[config.mk]
export PLATFORM = sky130hd
export DESIGN_NAME = mc_maindec
export DESIGN_NICKNAME = d
export VERILOG_FILES = /design/src/rtl/mc_pkg.sv /design/src/rtl/mc_md_counter.sv /design/src/rtl/mc_maindec.sv
export SDC_FILE = /design/constraint.sdc
export NUM_CORES = 1
export LEC_CHECK = 0
export BUFFER_PORTS_ARGS = -buffer_cell sky130_fd_sc_hd__clkbuf_2
export CORE_MARGIN = 2
export CORE_UTILIZATION = 39
export CTS_BUF_LIST = sky130_fd_sc_hd__clkbuf_8
export DETAILED_ROUTE_END_ITERATION = 10
export PLACE_DENSITY = 0.67
export SETUP_SLACK_MARGIN = 0.05
export SYNTH_ARGS = -nofsm -noshare
export SYNTH_HDL_FRONTEND = slang
export SYNTH_SLANG_ARGS = --single-unit
export TNS_END_PERCENT = 50
[constraint.sdc]
create_clock -name clk -period 4.8 [get_ports clk]
set_input_delay 0.48 -clock clk [delete_from_list [all_inputs] [get_ports clk]]
set_output_delay 0.48 -clock clk [all_outputs]
set_load 0.02 [all_outputs]
[src/rtl/mc_pkg.sv]
// Shared states, ALU operation codes, opcode/funct values and mux-select encodings for the
// multicycle main controller.
package mc_pkg;

   typedef enum logic [4:0] {
      StFetch, StDecode, StMemAdr, StMemRd, StMemWb, StMemWr, StExec, StAluWb,
      StIExecS, StIExecZ, StIWb, StBranch, StJump, StJal, StJr, StMdStart, StMdWait
   } state_t;

   typedef enum logic [3:0] {
      AluAdd   = 4'd0,
      AluSub   = 4'd1,
      AluAnd   = 4'd2,
      AluOr    = 4'd3,
      AluXor   = 4'd4,
      AluSlt   = 4'd5,
      AluLui   = 4'd6,
      AluLez   = 4'd7,
      AluGtz   = 4'd8,
      AluFunct = 4'd9
   } aluop_t;

   localparam logic [5:0] OpRtype = 6'b000000;
   localparam logic [5:0] OpJ     = 6'b000010;
   localparam logic [5:0] OpJal   = 6'b000011;
   localparam logic [5:0] OpBeq   = 6'b000100;
   localparam logic [5:0] OpBne   = 6'b000101;
   localparam logic [5:0] OpBlez  = 6'b000110;
   localparam logic [5:0] OpBgtz  = 6'b000111;
   localparam logic [5:0] OpAddi  = 6'b001000;
   localparam logic [5:0] OpSlti  = 6'b001010;
   localparam logic [5:0] OpAndi  = 6'b001100;
   localparam logic [5:0] OpOri   = 6'b001101;
   localparam logic [5:0] OpXori  = 6'b001110;
   localparam logic [5:0] OpLui   = 6'b001111;
   localparam logic [5:0] OpLb    = 6'b100000;
   localparam logic [5:0] OpLh    = 6'b100001;
   localparam logic [5:0] OpLw    = 6'b100011;
   localparam logic [5:0] OpLbu   = 6'b100100;
   localparam logic [5:0] OpSw    = 6'b101011;

   localparam logic [5:0] FnJr       = 6'b001000;
   localparam logic [3:0] FnMulDivHi = 4'b0110;

   localparam logic [1:0] RegDstRt    = 2'd0;
   localparam logic [1:0] RegDstRd    = 2'd1;
   localparam logic [1:0] RegDstRa    = 2'd2;
   localparam logic [1:0] MemToRegAlu = 2'd0;
   localparam logic [1:0] MemToRegMem = 2'd1;
   localparam logic [1:0] MemToRegPc  = 2'd2;
   localparam logic [1:0] SrcBRt      = 2'd0;
   localparam logic [1:0] SrcBFour    = 2'd1;
   localparam logic [1:0] SrcBImm     = 2'd2;
   localparam logic [1:0] SrcBImmSh   = 2'd3;
   localparam logic [1:0] PcSrcAlu    = 2'd0;
   localparam logic [1:0] PcSrcAluOut = 2'd1;
   localparam logic [1:0] PcSrcJump   = 2'd2;
   localparam logic [1:0] PcSrcRs     = 2'd3;

   // Instruction class dispatch out of DECODE; StFetch means unsupported.
   function automatic state_t decode_next(input logic [5:0] op, input logic [5:0] funct);
      state_t ns;
      ns = StFetch;
      case (op)
         OpRtype: begin
            if (funct == FnJr) ns = StJr;
            else if (funct[5:2] == FnMulDivHi) ns = StMdStart;
            else ns = StExec;
         end
         OpLw, OpLh, OpLb, OpLbu, OpSw:    ns = StMemAdr;
         OpBeq, OpBne, OpBlez, OpBgtz:     ns = StBranch;
         OpAddi, OpSlti:                   ns = StIExecS;
         OpAndi, OpOri, OpXori, OpLui:     ns = StIExecZ;
         OpJ:                              ns = StJump;
         OpJal:                            ns = StJal;
         default:                          ns = StFetch;
      endcase
      return ns;
   endfunction

endpackage

[src/rtl/mc_md_counter.sv]
// Loadable down-counter pacing the mult/div wait; holds at zero rather than wrapping.
module mc_md_counter #(
   parameter int unsigned Width = 6
) (
   input  logic             clk_i,
   input  logic             rst_i,
   input  logic             load_i,
   input  logic [Width-1:0] load_val_i,
   input  logic             dec_i,
   output logic             zero_o
);

   logic [Width-1:0] cnt_q, cnt_d;

   always_comb begin
      cnt_d = cnt_q;
      if (load_i) begin
         cnt_d = load_val_i;
      end else if (dec_i && (cnt_q != '0)) begin
         cnt_d = cnt_q - Width'(1);
      end
   end

   always_ff @(posedge clk_i or posedge rst_i) begin
      if (rst_i) cnt_q <= '0;
      else       cnt_q <= cnt_d;
   end

   assign zero_o = (cnt_q == '0);

endmodule

[src/rtl/mc_maindec.sv]
// Multicycle MIPS32 main controller: Moore FSM driving datapath muxes and enables per cycle,
// with memory-ready handshake and a fixed-length mult/div wait.
module mc_maindec
   import mc_pkg::*;
#(
   parameter int unsigned MULDIV_CYCLES = 32,
   parameter bit          MEM_HANDSHAKE = 1'b1
) (
   input  logic       clk,
   input  logic       reset,
   input  logic [5:0] op,
   input  logic [5:0] funct,
   input  logic       mem_ready,
   output logic       pcwrite,
   output logic       branch,
   output logic       ne,
   output logic       iord,
   output logic       memread,
   output logic       memwrite,
   output logic       irwrite,
   output logic [1:0] regdst,
   output logic [1:0] memtoreg,
   output logic       regwrite,
   output logic       alusrca,
   output logic [1:0] alusrcb,
   output logic [1:0] pcsrc,
   output logic [3:0] aluop,
   output logic       half,
   output logic       b,
   output logic       lbu,
   output logic       mdstart,
   output logic       illegal
);

   localparam int unsigned CntW = $clog2(MULDIV_CYCLES + 1);

   state_t state_q, state_d;
   logic   mem_ok, cnt_load, cnt_dec, cnt_zero;
   logic   size_half, size_b, size_lbu;

   assign mem_ok    = MEM_HANDSHAKE ? mem_ready : 1'b1;
   assign size_half = (op == OpLh);
   assign size_b    = (op == OpLb) || (op == OpLbu);
   assign size_lbu  = (op == OpLbu);

   mc_md_counter #(
      .Width(CntW)
   ) u_md_counter (
      .clk_i      (clk),
      .rst_i      (reset),
      .load_i     (cnt_load),
      .load_val_i (CntW'(MULDIV_CYCLES - 1)),
      .dec_i      (cnt_dec),
      .zero_o     (cnt_zero)
   );

   always_ff @(posedge clk or posedge reset) begin
      if (reset) state_q <= StFetch;
      else       state_q <= state_d;
   end

   always_comb begin
      state_d  = state_q;
      pcwrite  = 1'b0;
      branch   = 1'b0;
      ne       = 1'b0;
      iord     = 1'b0;
      memread  = 1'b0;
      memwrite = 1'b0;
      irwrite  = 1'b0;
      regdst   = RegDstRt;
      memtoreg = MemToRegAlu;
      regwrite = 1'b0;
      alusrca  = 1'b0;
      alusrcb  = SrcBRt;
      pcsrc    = PcSrcAlu;
      aluop    = AluAdd;
      half     = 1'b0;
      b        = 1'b0;
      lbu      = 1'b0;
      mdstart  = 1'b0;
      illegal  = 1'b0;
      cnt_load = 1'b0;
      cnt_dec  = 1'b0;

      case (state_q)
         StFetch: begin
            memread = 1'b1;
            alusrcb = SrcBFour;
            if (mem_ok) begin
               irwrite = 1'b1;
               pcwrite = 1'b1;
               state_d = StDecode;
            end
         end
         StDecode: begin
            alusrcb = SrcBImmSh;
            state_d = decode_next(op, funct);
            illegal = (state_d == StFetch);
         end
         StMemAdr: begin
            alusrca = 1'b1;
            alusrcb = SrcBImm;
            state_d = (op == OpSw) ? StMemWr : StMemRd;
         end
         StMemRd: begin
            memread = 1'b1;
            iord    = 1'b1;
            half    = size_half;
            b       = size_b;
            lbu     = size_lbu;
            if (mem_ok) state_d = StMemWb;
         end
         StMemWb: begin
            memtoreg = MemToRegMem;
            regwrite = 1'b1;
            half     = size_half;
            b        = size_b;
            lbu      = size_lbu;
            state_d  = StFetch;
         end
         StMemWr: begin
            memwrite = 1'b1;
            iord     = 1'b1;
            if (mem_ok) state_d = StFetch;
         end
         StExec: begin
            alusrca = 1'b1;
            aluop   = AluFunct;
            state_d = StAluWb;
         end
         StAluWb: begin
            regdst   = RegDstRd;
            regwrite = 1'b1;
            state_d  = StFetch;
         end
         StIExecS: begin
            alusrca = 1'b1;
            alusrcb = SrcBImm;
            aluop   = (op == OpSlti) ? AluSlt : AluAdd;
            state_d = StIWb;
         end
         StIExecZ: begin
            alusrca = 1'b1;
            alusrcb = SrcBImm;
            case (op)
               OpAndi:  aluop = AluAnd;
               OpOri:   aluop = AluOr;
               OpXori:  aluop = AluXor;
               default: aluop = AluLui;
            endcase
            state_d = StIWb;
         end
         StIWb: begin
            regwrite = 1'b1;
            state_d  = StFetch;
         end
         StBranch: begin
            alusrca = 1'b1;
            pcsrc   = PcSrcAluOut;
            branch  = 1'b1;
            ne      = (op == OpBne);
            case (op)
               OpBlez:  aluop = AluLez;
               OpBgtz:  aluop = AluGtz;
               default: aluop = AluSub;
            endcase
            state_d = StFetch;
         end
         StJump: begin
            pcsrc   = PcSrcJump;
            pcwrite = 1'b1;
            state_d = StFetch;
         end
         StJal: begin
            pcsrc    = PcSrcJump;
            pcwrite  = 1'b1;
            regdst   = RegDstRa;
            memtoreg = MemToRegPc;
            regwrite = 1'b1;
            state_d  = StFetch;
         end
         StJr: begin
            pcsrc   = PcSrcRs;
            pcwrite = 1'b1;
            state_d = StFetch;
         end
         StMdStart: begin
            mdstart  = 1'b1;
            cnt_load = 1'b1;
            state_d  = StMdWait;
         end
         StMdWait: begin
            if (cnt_zero) state_d = StFetch;
            else          cnt_dec = 1'b1;
         end
         default: state_d = StFetch;
      endcase

      // Reset is asynchronous, so enables must drop combinationally too.
      if (reset) begin
         pcwrite  = 1'b0;
         branch   = 1'b0;
         memread  = 1'b0;
         memwrite = 1'b0;
         irwrite  = 1'b0;
         regwrite = 1'b0;
         mdstart  = 1'b0;
         illegal  = 1'b0;
      end
   end

endmodule

==> results.py, run 1 <==
metrics = {
    "grt": {
        "grt_max_degree": 24,
        "antenna_found_initial": 0,
        "grt_pass1_vias": 1126,
        "grt.total_usage_pct": 17.7,
        "overflow": 0,
        "grt_pass1_wl_mm": 5.15,
    },
    "timing": {
        "layout_setup_ws_ns": 1.98,
        "setup-tns-final_ns": 0,
        "rsz0062_at_grt": "false",
        "setup_viol": 0,
        "tightest_slew_ns": 0.675,
        "period_minus_slack_ns": 2.82,
        "fmax_mhz": 355,
        "maxSlewViolCount": 0,
        "fin_crit_sh_pct": 58.7,
        "hold_slack_ns": 0.369,
        "finClkSkew_ns": 0.00701,
        "hold_viol": 0,
        "slew_headroom_pct": 55.0,
    },
    "yosys": {
        "synth-simple-area-share_pct": 44.6,
        "synth.distinct_cells": 56,
        "syn_nets": 194,
        "syn-cell-area_um2": 1290,
        "ys_warn_count": 0,
        "seq_area_frac_synth_pct": 21.4,
        "synthCells": 178,
        "synth_top_family_by_area": "simple AND/OR/NAND/NOR gates",
        "postSynth.asyncResetShare_pct": 100,
        "muxShareOfSynthArea_pct": 1.55,
        "ys_seq_elements": 11,
        "avgSynthCellArea_um2": 7.23,
        "ys.flop_type": "dfrtp_1",
        "synth_fa_ha_area_share_pct": 0.972,
        "synth_xor_area_share_pct": 2.04,
        "synth-compound-area-share_pct": 19.8,
        "synth_edf_count": 0,
    },
    "worst_setup_path": {
        "crit_chain": "or3b_1 -> or3_4 -> o22a_1 -> o21ai_2 -> clkbuf_2",
        "cp_slowest_cell": "dfrtp_1",
        "reg2reg_setup_slack_ns": 2.62,
        "cp_num_buf_inv": 1,
        "max_stage_delay_ns": 0.70,
        "cp_max_fo": 20,
        "arrival_ns": 2.34,
        "required_ns": 4.32,
        "path_delay_family": "simple AND/OR/NAND/NOR gates",
        "end_kind": "output port",
        "critical_path_class": "flop to output port",
        "cp-start-kind": "flop",
    },
    "cts": {
        "post_cts_buffers": 0,
        "cts_hold_buf": 0,
        "clockRootBuffer": "clkbuf_8",
        "htreeDepth": 1,
        "cts_max_path_buffers": 2,
        "path_clk_slew_ns": 0.05,
        "worst_skew_pair.late_latency_ns": 0.24,
        "cts.repair.resized": 0,
        "cts_tree": "built",
        "clkSinkCount": 11,
        "cts_made_buffers": 3,
    },
    "final_layout": {
        "nets": 222,
        "syn_to_final_growth_pct": 15.8,
        "drive_gt1_share_pct": 24.9,
        "diodes": 0,
        "fillers": 337,
    },
    "routing": {
        "drt_wl_total_mm": 3.23,
        "vias_per_cell": 5.64,
        "post_drt_wl_per_cell_um": 13.0,
        "first_iter_violations": 107,
        "ant_nets": 0,
        "vias": 1405,
        "firstDrtPassIters": 5,
        "drcViolationCount": 0,
    },
    "floorplanning": {
        "boundaryPins": 41,
        "die_x_um": 61.5,
        "dieArea_um2": 3780,
        "fp.coreArea_um2": 3100,
        "die_h_um": 61.5,
        "initial_core_util_pct": 41.5,
        "placementRows": 20,
    },
    "power": {
        "powerDensity_nw_per_um2": 439,
        "p_leak_nw": 0.678,
        "fin_total_pwr_w": 0.000655,
        "max-vdd-ir-drop_mv": 0.214,
    },
    "run": {
        "maxCapViolCount": 0,
    },
    "place": {
        "place_hpwl_mm": 2.41,
        "io_buffers": 40,
        "dpl_worst_slack_ns": 2.26,
        "gp_routability_congestion": 0.814,
    },
    "min_path": {
        "min_path_type": "input pin to asynchronous set/reset pin",
    },
    "run_status": {
        "outcome": "finished clean",
    },
}
[cell usage after synthesis, types with 2 or more instances]
master	count	share of area (%)
nor2_1	22	6.4
nor3_1	13	5.1
dfrtp_1	11	21
o21ai_0	10	3.9
a21oi_1	8	3.1
nand2_1	7	2.0
nand2b_1	7	3.4
nand3_1	7	2.7
inv_1	6	1.7
nor4_1	6	2.9
buf_2	5	1.9
clkbuf_1	5	1.5
nor2b_1	4	1.9
or4_1	4	2.3
buf_4	3	1.7
nand3b_1	3	1.7
nor3b_1	3	1.7
or3_1	3	1.5
a211oi_1	2	1.2
a221oi_1	2	1.4
a31oi_1	2	0.97
and4_1	2	1.4
buf_1	2	0.58
buf_6	2	1.7
mux2i_1	2	1.6
nand4b_1	2	1.4
o21bai_1	2	1.2
o31ai_1	2	1.2
or2b_1	2	1.2
or3b_2	2	1.4
xnor2_1	2	1.4
[cell usage in the layout (no fill, tap or decap), types with 4 or more instances in the layout]
| master | Yosys | routed |
|---|---|---|
| o21ai_0 | 10 | 10 |
| nor4_1 | 6 | 6 |
| nand2_1 | 7 | 7 |
| inv_1 | 6 | 7 |
| nor2b_1 | 4 | 4 |
| or4_1 | 4 | 4 |
| nand3_1 | 7 | 7 |
| dfrtp_1 | 11 | 11 |
| nor3_1 | 13 | 13 |
| nand2b_1 | 7 | 7 |
| clkbuf_2 | 1 | 41 |
| a21oi_1 | 8 | 8 |
| nor2_1 | 22 | 22 |
[cell type report]
cell class              instances  area, um2  share of cell area (%)
inverters                       6       22.5                    1.51
clock buffers                   3       41.3                    2.77
repair buffers                 41        205                    13.8
multi-input cells             143        888                    59.6
clock inverters                 1       3.75                   0.252
flip-flops and latches         11        275                    18.5
well taps                      44       55.1                    3.69
[worst reg2reg max path: stages, from the launching register on]
cell,delay (ns)
dfrtp_1,0.62
nor4_1,0.37
o311ai_1,0.24
clkbuf_2,0.24
or4_1,0.47
a21boi_0,0.17
[path summary, 6_finish.rpt]
check                                 startpoint                    end  cells after the start
hold reg to reg            u_md_counter.cnt_q[4]  u_md_counter.cnt_q[4]                      2
setup / recovery                      state_q[3]               aluop[2]                      5
max in group asynchronous                  reset             state_q[3]                      2
setup reg to reg                      state_q[1]  u_md_counter.cnt_q[5]                      5
hold / removal                             reset  u_md_counter.cnt_q[3]                      2
min in group clk           u_md_counter.cnt_q[4]  u_md_counter.cnt_q[4]                      2
[through the flow]
step / cell area [um2] / cells / utilization, %
after floorplan: 1290 / 178 / -
after CTS: 1490 / 248 / 47.9
after global routing: 1490 / 249 / 48.1
after detailed placement: 1440 / 244 / 46.5
after global placement: 1440 / 244 / 46.5
final: 1490 / 249 / 48.1
[power by group]
| group | total (W) | internal (W) | switching [W] |
|---|---|---|---|
| combinational | 0.000370 | 0.000152 | 0.000218 |
| clock | 0.0000889 | 0.0000560 | 0.0000329 |
| sequential | 0.000196 | 0.000117 | 0.0000793 |
| total | 0.000655 | 0.000325 | 0.000330 |
[logic make-up after synthesis]
| logic type | after synthesis |
|---|---|
| buffers and inverters | 24 |
| AO/OA/AOI/OAI | 39 |
| flip-flops | 11 |
| adder cells (fa/ha/maj) | 1 |
| XOR/XNOR | 3 |
| AND/OR/NAND/NOR | 98 |
| multiplexers | 2 |
[layer usage]
metal | vias up | GRT usage (%) | routed length [um]
li1 | 714 | - | -
met1 | 644 | 28.4 | 1680
met2 | 47 | 25.7 | 1380
met3 | 0 | 1.89 | 170
met4 | 0 | 2.74 | 0
met5 | - | 0 | 0
[flip-flops by register name, summed over array words and instances, names as in the netlist]
name                cells
state_q                 5
u_md_counter.cnt_q      6
Note: power is estimated with default switching activity, not from simulation.
==> inputs of run 2 (changes only) <==
==> constraint.sdc (replaced) <==
create_clock -name clk -period 2.9 [get_ports clk]
set_input_delay 0.29 -clock clk [delete_from_list [all_inputs] [get_ports clk]]
set_output_delay 0.29 -clock clk [all_outputs]
set_load 0.02 [all_outputs]
==> run 2 against run 1 <==
  * Combinational power grew 85%
  * Worst hold slack got worse by 0.20 ns
  * Critical path depth did not move
  * Routed wire length fell by 0.50%
  * Sequential cell count unchanged
  * Clock skew hardly changed
  * Sequential share of layout area down 0.30 points
  * Global-route usage grew 0.23 points
  * Power up 69%
==> results.py, run 2 (synthesized netlist as in run 1, its figures left out) <==
metrics = {
    "place": {
        "dpl_worst_slack_ns": 0.668,
        "place_hpwl_mm": 2.41,
        "gp_routability_congestion": 0.860,
        "io_buffers": 40,
    },
    "power": {
        "power.net_switching_w": 0.000550,
        "max-vdd-ir-drop_mv": 0.346,
        "p_leak_nw": 0.694,
        "pwr-share-clk_pct": 13.5,
        "p_sw_share_pct": 49.6,
        "intPower_w": 0.000559,
        "p_comb_share_pct": 61.8,
        "powerDensity_nw_per_um2": 731,
        "fin_total_pwr_w": 0.00111,
        "sequentialPowerShare_pct": 24.7,
    },
    "grt": {
        "overflow": 0,
        "grt_pass1_vias": 1116,
        "grt_max_degree": 23,
        "grt.total_usage_pct": 17.9,
        "antenna_found_initial": 0,
        "grt_pass1_wl_mm": 5.15,
    },
    "floorplanning": {
        "dieArea_um2": 3780,
        "die_x_um": 61.5,
        "boundaryPins": 41,
        "placementRows": 20,
        "fp.coreArea_um2": 3100,
        "initial_core_util_pct": 41.5,
        "die_h_um": 61.5,
    },
    "timing": {
        "period_minus_slack_ns": 2.49,
        "maxSlewViolCount": 0,
        "setup_viol": 0,
        "fin_crit_sh_pct": 85.7,
        "layout_setup_ws_ns": 0.413,
        "fmax_mhz": 402,
        "hold_viol": 0,
        "finClkSkew_ns": 0.00700,
        "tightest_slew_ns": 0.658,
        "setup-tns-final_ns": 0,
        "rsz0062_at_grt": "false",
        "slew_headroom_pct": 56.1,
    },
    "final_layout": {
        "drive_gt1_share_pct": 26.0,
        "final_cell_mix": "clkbuf_2 (40), nor2_1 (22), nor3_1 (13)",
        "largest_register": "u_md_counter.cnt_q",
        "nets": 225,
        "syn_to_final_growth_pct": 17.8,
        "reg_top3": "u_md_counter.cnt_q (6), state_q (5)",
        "largest_reg_flops": 6,
        "final_util_pct": 48.9,
        "final_common_cell": "clkbuf_2",
        "diodes": 0,
    },
    "run": {
        "maxCapViolCount": 0,
    },
    "cts": {
        "clockRootBuffer": "clkbuf_8",
        "path_clk_slew_ns": 0.05,
        "cts_max_path_buffers": 2,
        "cts_made_buffers": 3,
        "post_cts_buffers": 0,
        "cts_tree": "built",
        "cts.repair.resized": 0,
        "worst_skew_pair.late_latency_ns": 0.24,
        "cts_hold_buf": 0,
        "htreeDepth": 1,
        "clkSinkCount": 11,
    },
    "routing": {
        "drcViolationCount": 0,
        "vias": 1413,
        "vias_per_cell": 5.61,
        "post_drt_wl_per_cell_um": 12.8,
        "first_iter_violations": 127,
        "firstDrtPassIters": 4,
        "ant_nets": 0,
        "drt_wl_total_mm": 3.21,
    },
    "worst_setup_path": {
        "crit_start": "state_q[4]",
        "end_kind": "output port",
        "crit_end": "aluop[2]",
        "required_ns": 2.61,
        "critical_path_class": "flop to output port",
        "r2r-end": "u_md_counter.cnt_q[5]",
        "cp_max_fo": 17,
        "reg2reg_from": "state_q[1]",
        "reg2reg_setup_slack_ns": 0.85,
        "cp-start-kind": "flop",
        "arrival_ns": 2.20,
        "r2r_cells": 5,
    },
    "run_status": {
        "outcome": "finished clean",
    },
    "min_path": {
        "min_path_type": "input pin to asynchronous set/reset pin",
    },
}
run 2: power groups by stage:
stage	logic, W	registers [W]	clock network [W]
floorplan	0.000578	0.000218	0
global placement	0.000677	0.000274	0
detailed placement	0.000680	0.000275	0
CTS	0.000683	0.000272	0.000152
global route	0.000769	0.000287	0.000159
finish	0.000685	0.000274	0.000149
run 2: metrics by stage:
stage	instance area, um2	cells	hold slack [ns]
detailed placement	1470	248	0.432
global route	1520	252	0.207
global placement	1470	248	0.452
finish	1520	252	0.167
floorplan	1290	178	0.331
CTS	1520	252	0.180
run 2: worst max-delay path, stage by stage (launching register included):
cell and delay (ns):
dfrtp_1 0.54, or3b_1 0.52, or3_4 0.42, o22a_1 0.20
o21ai_2 0.10, clkbuf_2 0.17
run 2: layout make-up:
cell class,instances,area (um2)
clock buffer,3,41.3
clock inverter,1,3.75
fill,318,1590
inverter,6,22.5
multi-input combinational,143,888
sequential,11,275
tap,44,55.1
timing repair buffer,44,230
run 2: worst min-delay path by stage:
stage	slack (ns)	from	end
2_1_floorplan	0.33	reset	state_q[0]
3_3_place_gp	0.45	reset	u_md_counter.cnt_q[3]
3_5_place_dp	0.43	reset	u_md_counter.cnt_q[3]
4_1_cts	0.18	reset	u_md_counter.cnt_q[3]
5_1_grt	0.21	reset	u_md_counter.cnt_q[3]
6_report	0.17	reset	u_md_counter.cnt_q[3]
run 2: routing by layer:
layer / track usage [%] / up-vias / routed length (um)
met2: 24.2 / 56 / 1320
met5: 0 / - / 0
met4: 6.69 / 0 / 58
met3: 2.31 / 8 / 207
met1: 28.5 / 640 / 1620
li1: - / 709 / -
==> inputs of run 3 (changes only) <==
--- a/config.mk
+++ b/config.mk
@@ -6,11 +6,14 @@
 export NUM_CORES = 1
 export LEC_CHECK = 0
 export BUFFER_PORTS_ARGS = -buffer_cell sky130_fd_sc_hd__clkbuf_2
+export CELL_PAD_IN_SITES_DETAIL_PLACEMENT = 0
+export CELL_PAD_IN_SITES_GLOBAL_PLACEMENT = 1
 export CORE_MARGIN = 2
-export CORE_UTILIZATION = 39
+export CORE_UTILIZATION = 37
 export CTS_BUF_LIST = sky130_fd_sc_hd__clkbuf_8
 export DETAILED_ROUTE_END_ITERATION = 10
-export PLACE_DENSITY = 0.67
+export GPL_TIMING_DRIVEN = 1
+export PLACE_DENSITY_LB_ADDON = 0.08
 export SETUP_SLACK_MARGIN = 0.05
 export SYNTH_ARGS = -nofsm -noshare
 export SYNTH_HDL_FRONTEND = slang
==> run 3 against run 2 <==
  * Core utilization shrank 2.9 points
  * Largest power group unchanged
  * Cell count grew 1.2%
  * Worst hold slack gained 0.018 ns
  * Count of clock-buffer cells in the layout is the same
  * Routed wire length grew 11%
  * Via count shrank 0.28%
  * Worst setup slack lost 0.051 ns
==> results.py, run 3 (synthesized netlist as in run 1, its figures left out) <==
metrics = {
    "run_status": {
        "outcome": "finished clean",
    },
    "timing": {
        "fmax_mhz": 394,
        "period_minus_slack_ns": 2.54,
        "finClkSkew_ns": 0.00415,
        "fin_crit_sh_pct": 87.5,
        "slew_headroom_pct": 49.1,
        "setup-tns-final_ns": 0,
        "setup_viol": 0,
        "hold_viol": 0,
        "maxSlewViolCount": 0,
        "tightest_slew_ns": 0.762,
        "rsz0062_at_grt": "false",
    },
    "routing": {
        "vias": 1409,
        "firstDrtPassIters": 4,
        "drcViolationCount": 0,
        "drt_wl_total_mm": 3.58,
        "ant_nets": 0,
        "first_iter_violations": 127,
        "post_drt_wl_per_cell_um": 14.0,
        "vias_per_cell": 5.53,
    },
    "worst_setup_path": {
        "arrival_ns": 2.25,
        "cp-start-kind": "flop",
        "required_ns": 2.61,
        "critical_path_class": "flop to output port",
        "end_kind": "output port",
        "cp_max_fo": 17,
        "max_stage_delay_ns": 0.57,
        "crit_chain": "or3b_1 -> or3_4 -> o22a_1 -> o21ai_2 -> clkbuf_2",
        "cp_slowest_cell": "dfrtp_1",
    },
    "cts": {
        "cts_tree": "built",
        "htreeDepth": 1,
        "clockRootBuffer": "clkbuf_8",
        "cts.repair.resized": 0,
        "worst_skew_pair.late_latency_ns": 0.24,
        "cts_made_buffers": 3,
        "path_clk_slew_ns": 0.05,
        "cts_max_path_buffers": 2,
        "clkSinkCount": 11,
        "post_cts_buffers": 0,
        "cts_hold_buf": 0,
    },
    "grt": {
        "grt_max_degree": 18,
        "grt_pass1_wl_mm": 6.14,
        "use_met3_pct": 4.32,
        "grt_busiest_layer": "met2",
        "grt.met2_usage_pct": 31.4,
        "grt.total_usage_pct": 18.9,
        "antenna_found_initial": 0,
        "overflow": 0,
        "grt_pass1_vias": 1327,
        "use_met1_pct": 24.8,
    },
    "final_layout": {
        "fin_area_um2": 1530,
        "diodes": 0,
        "nets": 226,
        "largest_reg_flops": 6,
        "largest_register": "u_md_counter.cnt_q",
        "reg_top3": "u_md_counter.cnt_q (6), state_q (5)",
        "final_common_cell": "clkbuf_2",
        "syn_to_final_growth_pct": 19.1,
        "final_cell_mix": "clkbuf_2 (40), nor2_1 (22), nor3_1 (13)",
        "drive_gt1_share_pct": 26.8,
    },
    "floorplanning": {
        "dieArea_um2": 3970,
        "initial_core_util_pct": 38.6,
        "boundaryPins": 41,
        "die_x_um": 63.0,
        "fp.coreArea_um2": 3340,
        "die_h_um": 63.0,
        "placementRows": 21,
    },
    "place": {
        "placed_area_um2": 1480,
        "place_hpwl_mm": 2.68,
        "io_buffers": 40,
        "gp_routability_congestion": 0.723,
    },
    "min_path": {
        "min_path_type": "input pin to asynchronous set/reset pin",
    },
    "power": {
        "powerDensity_nw_per_um2": 744,
        "max-vdd-ir-drop_mv": 0.388,
        "p_leak_nw": 0.696,
        "fin_total_pwr_w": 0.00114,
    },
    "run": {
        "maxCapViolCount": 0,
    },
}
[run 3: metal layers]
layer,vias to the layer above,share of wire [%]
li1,709,-
met5,-,0
met4,0,0.84
met3,4,7.0
met1,651,46
met2,45,46
[run 3: path summary, 6_finish.rpt]
path                                  startpoint                     to  slack (ns)  depth (start not counted)
setup / recovery                      state_q[4]               aluop[2]        0.36                          5
hold / removal                             reset             state_q[4]        0.19                          2
setup reg to reg                      state_q[1]  u_md_counter.cnt_q[5]        0.80                          4
hold reg to reg            u_md_counter.cnt_q[1]  u_md_counter.cnt_q[1]        0.53                          2
max in group asynchronous                  reset  u_md_counter.cnt_q[4]        2.39                          2
min in group clk                        funct[5]             state_q[3]        0.46                          3
[run 3: critical path: cells and delay by family, from the launching register on]
kind / cells / cell delay (ns)
and+or+nand+nor: 2 / 0.96
DFF: 1 / 0.57
AOI/OAI and AO/OA: 2 / 0.30
buffers and inverters: 1 / 0.17
[run 3: through the flow]
step                      utilization (%)  hold WS, ns  std cells  setup WS, ns
after detailed placement             44.4        0.445        251         0.636
after global placement               44.4        0.441        251         0.683
after floorplan                         -        0.331        178         0.557
after CTS                            45.7        0.188        255         0.372
after global routing                 46.0        0.217        255         0.248
final                                46.0        0.185        255         0.362
[run 3: layout make-up]
| type | instances | area, um2 |
|---|---|---|
| clock buffer | 3 | 41.3 |
| clock inverter | 1 | 3.75 |
| fill | 374 | 1800 |
| inverter | 6 | 22.5 |
| multi-input combinational | 143 | 896 |
| sequential | 11 | 275 |
| tap | 46 | 57.6 |
| timing repair buffer | 45 | 238 |
[run 3: power by group]
| group | switching (W) | internal, W |
|---|---|---|
| clock network | 0.0000551 | 0.0000927 |
| registers | 0.0000743 | 0.000195 |
| logic | 0.000437 | 0.000287 |
| total | 0.000567 | 0.000575 |
